===== src/rtl/i2c_sched_pkg.sv =====
// Shared types and default sizing for the I2C/local register-write scheduler.
package i2c_sched_pkg;

  localparam int unsigned DEF_DATA_W     = 8;
  localparam int unsigned DEF_ADDR_W     = 4;
  localparam int unsigned DEF_NUM_REGS   = 11;
  localparam int unsigned DEF_FIFO_DEPTH = 4;

  typedef enum logic [1:0] {
    IDLE,
    ISSUE_I2C,
    ISSUE_LOC
  } state_t;

  typedef enum logic {
    SRC_I2C,
    SRC_LOC
  } src_t;

endpackage


===== src/rtl/sync_fifo.sv =====
// Synchronous FIFO with extra-bit pointers; a push while full is ignored even
// if a pop happens in the same cycle.
module sync_fifo #(
  parameter int unsigned WIDTH = 12,
  parameter int unsigned DEPTH = 4
) (
  input  logic             clk,
  input  logic             rst,
  input  logic             push,
  input  logic [WIDTH-1:0] din,
  input  logic             pop,
  output logic [WIDTH-1:0] dout,
  output logic             full,
  output logic             empty,
  output logic             empty_nxt_c
);

  localparam int unsigned PTR_W = $clog2(DEPTH);
  localparam int unsigned CNT_W = PTR_W + 1;

  logic [WIDTH-1:0] mem [DEPTH];
  logic [CNT_W-1:0] wr_ptr, rd_ptr, wr_ptr_d, rd_ptr_d;
  logic             do_push, do_pop, full_d;

  always_comb begin
    do_push     = push && !full;
    do_pop      = pop && !empty;
    wr_ptr_d    = wr_ptr + CNT_W'(do_push);
    rd_ptr_d    = rd_ptr + CNT_W'(do_pop);
    empty_nxt_c = (wr_ptr_d == rd_ptr_d);
    full_d      = (wr_ptr_d[PTR_W] != rd_ptr_d[PTR_W]) &&
                  (wr_ptr_d[PTR_W-1:0] == rd_ptr_d[PTR_W-1:0]);
  end

  always_ff @(posedge clk) begin
    if (rst) begin
      wr_ptr <= '0;
      rd_ptr <= '0;
      full   <= 1'b0;
      empty  <= 1'b1;
    end else begin
      wr_ptr <= wr_ptr_d;
      rd_ptr <= rd_ptr_d;
      full   <= full_d;
      empty  <= empty_nxt_c;
    end
  end

  // Storage is not reset; pointers alone define validity.
  always_ff @(posedge clk) begin
    if (do_push) mem[wr_ptr[PTR_W-1:0]] <= din;
  end

  assign dout = mem[rd_ptr[PTR_W-1:0]];

endmodule


===== src/rtl/i2c_reg_sched.sv =====
// Round-robin scheduler merging buffered I2C writes and a local requester onto
// one register-bank write port. Define I2C_SCHED_ERRCNT_EN to add err_cnt.
module i2c_reg_sched
  import i2c_sched_pkg::*;
#(
  parameter int unsigned DATA_W     = DEF_DATA_W,
  parameter int unsigned ADDR_W     = DEF_ADDR_W,
  parameter int unsigned NUM_REGS   = DEF_NUM_REGS,
  parameter int unsigned FIFO_DEPTH = DEF_FIFO_DEPTH
) (
  input  logic              clk,
  input  logic              rst,
  input  logic              i2c_valid,
  input  logic [ADDR_W-1:0] i2c_addr,
  input  logic [DATA_W-1:0] i2c_data,
  output logic              i2c_ack_ok,
  input  logic              loc_req,
  input  logic [ADDR_W-1:0] loc_addr,
  input  logic [DATA_W-1:0] loc_data,
  output logic              loc_gnt,
  output logic              wr_en,
  output logic [ADDR_W-1:0] wr_addr,
  output logic [DATA_W-1:0] wr_data,
  input  logic              wr_ready,
  output logic              ovf,
  output logic              busy
`ifdef I2C_SCHED_ERRCNT_EN
  ,output logic [7:0]       err_cnt
`endif
);

  localparam int unsigned ENTRY_W = ADDR_W + DATA_W;

  logic [ENTRY_W-1:0] fifo_dout;
  logic [ADDR_W-1:0]  head_addr;
  logic [DATA_W-1:0]  head_data;
  logic               fifo_full, fifo_empty, fifo_empty_nxt, fifo_pop;

  state_t             state_q, state_d;
  src_t               last_q, last_d;
  logic               wr_en_d, loc_gnt_d, bad_req, drop, i2c_pend, loc_pend;
  logic [ADDR_W-1:0]  wr_addr_d;
  logic [DATA_W-1:0]  wr_data_d;

  sync_fifo #(.WIDTH(ENTRY_W), .DEPTH(FIFO_DEPTH)) u_fifo (
    .clk         (clk),
    .rst         (rst),
    .push        (i2c_valid),
    .din         ({i2c_addr, i2c_data}),
    .pop         (fifo_pop),
    .dout        (fifo_dout),
    .full        (fifo_full),
    .empty       (fifo_empty),
    .empty_nxt_c (fifo_empty_nxt)
  );

  assign {head_addr, head_data} = fifo_dout;
  assign i2c_ack_ok = ~fifo_full;
  assign drop       = i2c_valid && fifo_full;
  assign i2c_pend   = ~fifo_empty;
  // Mask the request during the grant pulse so a held loc_req is not granted twice.
  assign loc_pend   = loc_req && !loc_gnt;

  // Arbitration and issue control
  always_comb begin
    state_d   = state_q;
    last_d    = last_q;
    wr_en_d   = wr_en;
    wr_addr_d = wr_addr;
    wr_data_d = wr_data;
    loc_gnt_d = 1'b0;
    fifo_pop  = 1'b0;
    bad_req   = 1'b0;
    case (state_q)
      IDLE: begin
        if (i2c_pend && (!loc_pend || last_q == SRC_LOC)) begin
          fifo_pop = 1'b1;
          last_d   = SRC_I2C;
          if (32'(head_addr) < NUM_REGS) begin
            state_d   = ISSUE_I2C;
            wr_en_d   = 1'b1;
            wr_addr_d = head_addr;
            wr_data_d = head_data;
          end else begin
            bad_req = 1'b1;
          end
        end else if (loc_pend) begin
          loc_gnt_d = 1'b1;
          last_d    = SRC_LOC;
          if (32'(loc_addr) < NUM_REGS) begin
            state_d   = ISSUE_LOC;
            wr_en_d   = 1'b1;
            wr_addr_d = loc_addr;
            wr_data_d = loc_data;
          end else begin
            bad_req = 1'b1;
          end
        end
      end
      ISSUE_I2C, ISSUE_LOC: begin
        if (wr_ready) begin
          state_d = IDLE;
          wr_en_d = 1'b0;
        end
      end
      default: begin
        state_d = IDLE;
        wr_en_d = 1'b0;
      end
    endcase
  end

  always_ff @(posedge clk) begin
    if (rst) begin
      state_q <= IDLE;
      last_q  <= SRC_LOC;
      wr_en   <= 1'b0;
      wr_addr <= '0;
      wr_data <= '0;
      loc_gnt <= 1'b0;
      ovf     <= 1'b0;
      busy    <= 1'b0;
    end else begin
      state_q <= state_d;
      last_q  <= last_d;
      wr_en   <= wr_en_d;
      wr_addr <= wr_addr_d;
      wr_data <= wr_data_d;
      loc_gnt <= loc_gnt_d;
      ovf     <= ovf | drop;
      busy    <= (state_d != IDLE) || !fifo_empty_nxt;
    end
  end

`ifdef I2C_SCHED_ERRCNT_EN
  logic [1:0] err_inc;
  logic [8:0] err_sum;

  always_comb begin
    err_inc = 2'(bad_req) + 2'(drop);
    err_sum = 9'(err_cnt) + 9'(err_inc);
  end

  // Saturating count of dropped bytes and invalid-address requests
  always_ff @(posedge clk) begin
    if (rst) err_cnt <= '0;
    else     err_cnt <= err_sum[8] ? 8'hFF : err_sum[7:0];
  end
`else
  logic unused_bad_req;
  assign unused_bad_req = bad_req;
`endif

endmodule


===== config.mk =====
export PLATFORM = sky130hd
export DESIGN_NAME = i2c_reg_sched
export DESIGN_NICKNAME = d
export VERILOG_FILES = /design/src/rtl/i2c_sched_pkg.sv /design/src/rtl/sync_fifo.sv /design/src/rtl/i2c_reg_sched.sv
export SDC_FILE = /design/constraint.sdc
export NUM_CORES = 1
export LEC_CHECK = 0
export CORE_MARGIN = 2
export CORE_UTILIZATION = 29
export CTS_CLUSTER_SIZE = 14
export DETAILED_ROUTE_END_ITERATION = 8
export SYNTH_ARGS = -nofsm -noshare
export SYNTH_HDL_FRONTEND = slang
export SYNTH_HIERARCHICAL = 1
export SYNTH_SLANG_ARGS = --single-unit

===== constraint.sdc =====
create_clock -name clk -period 2.95 [get_ports clk]
set_input_delay 0.59 -clock clk [delete_from_list [all_inputs] [get_ports clk]]
set_output_delay 0.59 -clock clk [all_outputs]
set_load 0.05 [all_outputs]

======== After elaboration in Yosys (flattened, before gate mapping) ========
Memories as Yosys holds them, arrays and structs flattened. A register that Yosys moved wholly into a read port is not among the register bits.
Cells that the tools add are included.
storage, ports and cells
  bits in registers ....................... 27
  bits in writable memories ............... 48
  input port bits ......................... 29
  memories kept ........................... 1
operators by class
  add/subtract/negate cells ............... 2
  order comparisons ....................... 2
  equal/unequal tests ..................... 10
  muxes and demuxes ....................... 28
  bitwise logic cells ..................... 4
  reduce and logical (&&, ||, !) cells .... 22
memories
  memory      words  bits a word  rd ports  clocked after memory_dff  wr ports  line             source
  u_fifo.mem  4      12           1         1                         1         sync_fifo.sv:21  logic [WIDTH-1:0] mem [DEPTH];
operators by type and width
  kind                                                  number
  two-way mux 8 bit                                     4
  two-way mux 4 bit                                     4
  two-way mux 1 bit                                     12
  two-way mux 2 bit                                     6
  != test 3 bit (second input constant)                 3
  less-than comparator 4 bit (second input constant)    2
  AND reduction 4 bit                                   2
  adder 3 x 1 -> 3 bit                                  2
  logical AND 1 bit                                     6
  nonzero test 2 bit                                    3
  zero test 1 bit                                       5
  case mux 2 bit (2 select lines)                       1
  equality test 3 bit                                   1
  NOT 1 bit                                             3
  OR reduction 3 bit                                    1
  equality test 2 x 1 -> 1 bit (second input constant)  1
  equality test 2 bit                                   1
  equality test 2 bit (second input constant)           1
  zero test 2 bit                                       1
  logical OR 1 bit                                      2
  != test 2 x 1 -> 1 bit (second input constant)        1
  != test 2 bit (second input constant)                 1
  case mux 1 bit (2 select lines)                       1
  AND reduction 2 bit                                   1
  other kinds (3)                                       3

======== Longest topological paths before layout ========
  depth in word-level cells ............... 12
  depth in mapped cells ................... 11
  gate-level depth less buffers ........... 11

======== Hierarchy ========
The synthesis kept the hierarchy.
modules (own cells, without submodules)
  module         times used  cells an instance  area an instance (um2)  seq. area each (um2)
  sync_fifo      1           96                 2092.0                  1601.5
  i2c_reg_sched  1           116                1068.5                  380.4

======== Least setup slack after synthesis ========
Ideal clock, no wire load.
  path type ............................... input to register
  start ................................... input port loc_req
  end ..................................... register busy
  library setup time ...................... 127 ps
  arrival ................................. 2458 ps
  required time ........................... 2823 ps
  slack ................................... 365 ps
  stages on the path ...................... 10
  buffers on the path ..................... 0
  cells stage by stage .................... or3b_4 and3_1 nor2b_1 ha_1 ha_1 xnor2_1 nand2_1 nor2_1 nor2_1 or3_1
between the ends
  longest elaborated chain between the ends .. 11
  elaborated cells on any way between the ends .. 15
ends and longest elaborated chain
  item                    line                  source
  from (decl)             i2c_reg_sched.sv:17   input logic loc_req,
  logical AND 1 bit       i2c_reg_sched.sv:62   assign loc_pend = loc_req && !loc_gnt;
  zero test 1 bit         i2c_reg_sched.sv:76   if (i2c_pend && (!loc_pend || last_q == SRC_LOC)) begin
  logical OR 1 bit        i2c_reg_sched.sv:76
  logical AND 1 bit       i2c_reg_sched.sv:76
  two-way mux 1 bit       i2c_reg_sched.sv:76
  two-way mux 1 bit       i2c_reg_sched.sv:74   case (state_q)
  via fifo_pop            i2c_reg_sched.sv:37   logic fifo_full, fifo_empty, fifo_empty_nxt, fifo_pop;
  logical AND 1 bit       sync_fifo.sv:27       do_pop = pop && !empty;
  adder 3 x 1 -> 3 bit    sync_fifo.sv:29       rd_ptr_d = rd_ptr + CNT_W'(do_pop);
  via u_fifo.rd_ptr_d[1]  sync_fifo.sv:22       logic [CNT_W-1:0] wr_ptr, rd_ptr, wr_ptr_d, rd_ptr_d;
  equality test 3 bit     sync_fifo.sv:30       empty_nxt_c = (wr_ptr_d == rd_ptr_d);
  via fifo_empty_nxt      i2c_reg_sched.sv:37
  zero test 1 bit         i2c_reg_sched.sv:131  busy <= (state_d != IDLE) || !fifo_empty_nxt;
  logical OR 1 bit        i2c_reg_sched.sv:131
  to (signal assigned)    i2c_reg_sched.sv:131
  to (decl)               i2c_reg_sched.sv:26   output logic busy
The timed path passes the listed nets, and every way through them passes these cells.
A chain may end at the register's enable or synchronous reset.

======== Worst setup path in the final report ========
Ends and elaborated chain as after synthesis.

==> results.cfg <==
[outcome]
outcome = completed

[global_route]
grt_max_degree = 24
grt_antenna_before_repair = 1
grt_pass1_vias = 1968
grt_first_pass_wirelength_mm = 10.0
track_usage_pct = 11.6
total_grt_overflow = 0

[placed_design]
place_ws_ps = -187
placed_area_sq_um = 3850
dp_cells = 406
dp_hpwl_mm = 4.44
gp_congestion = 0.728
number_of_input_and_output_port_buffers_inserted = 45

[drt]
vias = 1916
drt-vias-per-instance = 4.52
drt.antenna.violating_nets = 0
detail_route.drc_violations = 0
routed_wl_mm = 6.34
drt_iter0_markers = 64
detail_route.first_pass.iterations = 4
drt-wirelength-per-cell_um = 15.0

[timing]
timing.slew.headroom_pct = 27.1
setup_repair_after_global_routing_missed_its_margin = no
hold_viol = 0
finalMaxSlewViolations = 0
timing.fmax_mhz = 359
tightest_slew_ps = 1080
worst_hold_slack_after_final_layout_ps = 476
final_critical_delay_including_setup_and_external_delays_ps = 2790
fin_crit_sh_pct = 94.6
fin_worst_skew_ps = 11.2
timing.final.ws_setup_ps = 161
setup_viol = 0

[critical_path]
buffers_inverters_on_critical_path = 1
r2r_slack_ps = 340
critPathKind = input port to register
crit_chain = clkdlybuf4s50_1 -> or3b_4 -> and3_1 -> nor2b_1 -> ha_1 -> ha_1 -> xnor2_1 -> nand2_1 -> nor2_1 -> nor2_1 -> or3_1
timing.critical_path.required_ps = 3190
reg2regPathDepth = 7
kind_of_end_point_of_the_critical_path = register
r2r_end = wr_data[6]$_SDFFE_PP0P_
critical_path.max_stage_delay_ps = 470
worst_path_dominant_cell_family = simple AND/OR/NAND/NOR gates
cp-start-kind = input port
worst_ep_arrival_time_ps = 3030
rr_startpoint = u_fifo/rd_ptr[0]$_SDFF_PP0_
worst-path-max-fanout = 2
crit_path_top_delay_cell = sky130_fd_sc_hd__clkdlybuf4s50_1

[power]
ir_drop_uv = 313
power_leakage_uw = 0.00139
power_density_nw_per_um2 = 774

[synthesis]
synth_cells = 212
synth.most_common_cell = sky130_fd_sc_hd__edfxtp_1
synth-main-ff-cell = sky130_fd_sc_hd__edfxtp_1
synth_top_cell_area_share_pct = 45.6
ys_types = 41
synth.ff_latch_count = 75
synth.top_cells.by_count = sky130_fd_sc_hd__edfxtp_1, sky130_fd_sc_hd__dfxtp_1, sky130_fd_sc_hd__nor2_1
avg_inst_size_synth_sq_um = 14.9
synth_area_leaders = sky130_fd_sc_hd__edfxtp_1, sky130_fd_sc_hd__dfxtp_1, sky130_fd_sc_hd__mux4_2
synth.net_count = 247
netlist_area_sq_um = 3160
ys_warn_count = 6
sequential_cell_area_fraction_in_the_yosys_report_pct = 62.7
async_flop_share_pct = 0
synth_top_area_cell = sky130_fd_sc_hd__edfxtp_1
synth-edff-count = 48

[finish]
layoutNonFillerInstCount = 424
final_layout_size_suffix_gt1_share_pct = 22.6
finish.net_count = 313
fillCellCount = 1032
finish.instance_area_sq_um = 4090
area_growth_syn_to_layout_pct = 29.5

[floorplan]
placementRows = 38
top_level_ports = 46
dieHeight_um = 108
initial_core_util_pct = 29.4
core_sq_um = 10700
die_w_um = 108
floorplan.die_area_sq_um = 11700

[clock_network]
path_clk_slew_ps = 70
cts-buffers-inserted = 9
cts-root-buf = sky130_fd_sc_hd__clkbuf_8
cts_htree_levels = 3
clockBufferDepth = 2
clock_sink_count = 75
cts_setup_buffers = 0
tritoncts = yes
clock_latency_of_the_later_clocked_register_in_the_worst_skew_pair_ps = 360

[min_path]
min-delay-start = ovf$_SDFF_PP0_
min_path_type = register to register
hold_path_depth = 2
worst_hold_path.endpoint = ovf$_SDFF_PP0_

[job]
maxCapViolCount = 0
kinds of logic after synthesis:
family | Yosys count | share of synthesized area [%]
compound gates | 41 | 12.0
buf+inv | 15 | 2.89
mux | 12 | 8.79
flops | 75 | 62.7
simple gates | 58 | 9.86
xor+xnor | 5 | 1.39
fa+ha+maj | 6 | 2.38
layer usage:
metal,wire length [um],track usage (%)
met1,2860,13.9
met2,2940,18.5
met3,428,4.46
met4,116,4.95
met5,0,0
sequential cells by signal, summed over array words and instances, names as in the netlist:
| register | count |
|---|---|
| u_fifo/mem | 48 |
| u_fifo/empty | 1 |
| wr_data | 8 |
| ovf | 1 |
| wr_addr | 4 |
| state_q | 2 |
| loc_gnt | 1 |
| wr_en | 1 |
| last_q | 1 |
| busy | 1 |
| u_fifo/wr_ptr | 3 |
| u_fifo/rd_ptr | 3 |
| u_fifo/full | 1 |
cell type report:
cell class                      instances  area, sq um  share of cell area [%]
Tap cell                              140          175                    4.28
Timing Repair Buffer                   63          586                    14.3
Clock inverter                          5         77.6                    1.90
Antenna cell                            1         2.50                  0.0611
Inverter                                6         22.5                   0.550
Multi-Input combinational cell        123         1110                    27.0
Sequential cell                        75         1980                    48.4
Clock buffer                           11          141                    3.45
how the worst max path moves through the flow:
| stage | from | end | slack, ps | cells after the start |
|---|---|---|---|---|
| CTS | u_fifo/rd_ptr[0]$_SDFF_PP0_ | wr_data[3]$_SDFFE_PP0P_ | 100 | 6 |
| finish | loc_req | busy$_SDFF_PP0_ | 160 | 11 |
| detailed placement | loc_req | busy$_SDFF_PP0_ | -190 | 11 |
| global placement | loc_req | busy$_SDFF_PP0_ | -140 | 11 |
| floorplan | loc_req | busy$_SDFF_PP0_ | 360 | 10 |
| global route | loc_req | busy$_SDFF_PP0_ | 8 | 11 |
stage by stage:
| step | setup TNS, ps | utilization [%] | total power, uW |
|---|---|---|---|
| after floorplan | 0 | - | 2010 |
| final | 0 | 38.1 | 3170 |
| after global placement | -144 | 35.9 | 2300 |
| after CTS | 0 | 37.9 | 3180 |
| after global routing | 0 | 38.1 | 3330 |
| after detailed placement | -187 | 35.9 | 2310 |
cells in the final DEF, fill, tap and decap left out, types with 5 or more instances in the layout:
| cell | n |
|---|---|
| sky130_fd_sc_hd__inv_1 | 5 |
| sky130_fd_sc_hd__a21oi_1 | 7 |
| sky130_fd_sc_hd__o21ai_0 | 12 |
| sky130_fd_sc_hd__ha_1 | 6 |
| sky130_fd_sc_hd__nand2_1 | 14 |
| sky130_fd_sc_hd__clkbuf_8 | 10 |
| sky130_fd_sc_hd__nor2b_1 | 7 |
| sky130_fd_sc_hd__mux4_2 | 10 |
| sky130_fd_sc_hd__clkdlybuf4s50_1 | 45 |
| sky130_fd_sc_hd__dfxtp_1 | 27 |
| sky130_fd_sc_hd__buf_4 | 18 |
| sky130_fd_sc_hd__nor2_1 | 22 |
| sky130_fd_sc_hd__edfxtp_1 | 48 |
| sky130_fd_sc_hd__a311oi_2 | 11 |
tightest hold or removal path, stage by stage, from the launching register on:
cell and delay, ps:
sky130_fd_sc_hd__dfxtp_1 330, sky130_fd_sc_hd__a21oi_1 40, sky130_fd_sc_hd__nor2_1 70
report_power, final:
part	total (uW)	switching [uW]	internal, uW
logic	1000	591	409
registers	1300	62.9	1240
clock network	870	374	497
total	3170	1030	2140
what timing repair did:
action | CTS | global route
gates resized for setup | 0 | 1
endpoints found under the setup margin | 0 | 12
hold buffers | 0 | 0
Power figures use the tool's default switching activity.
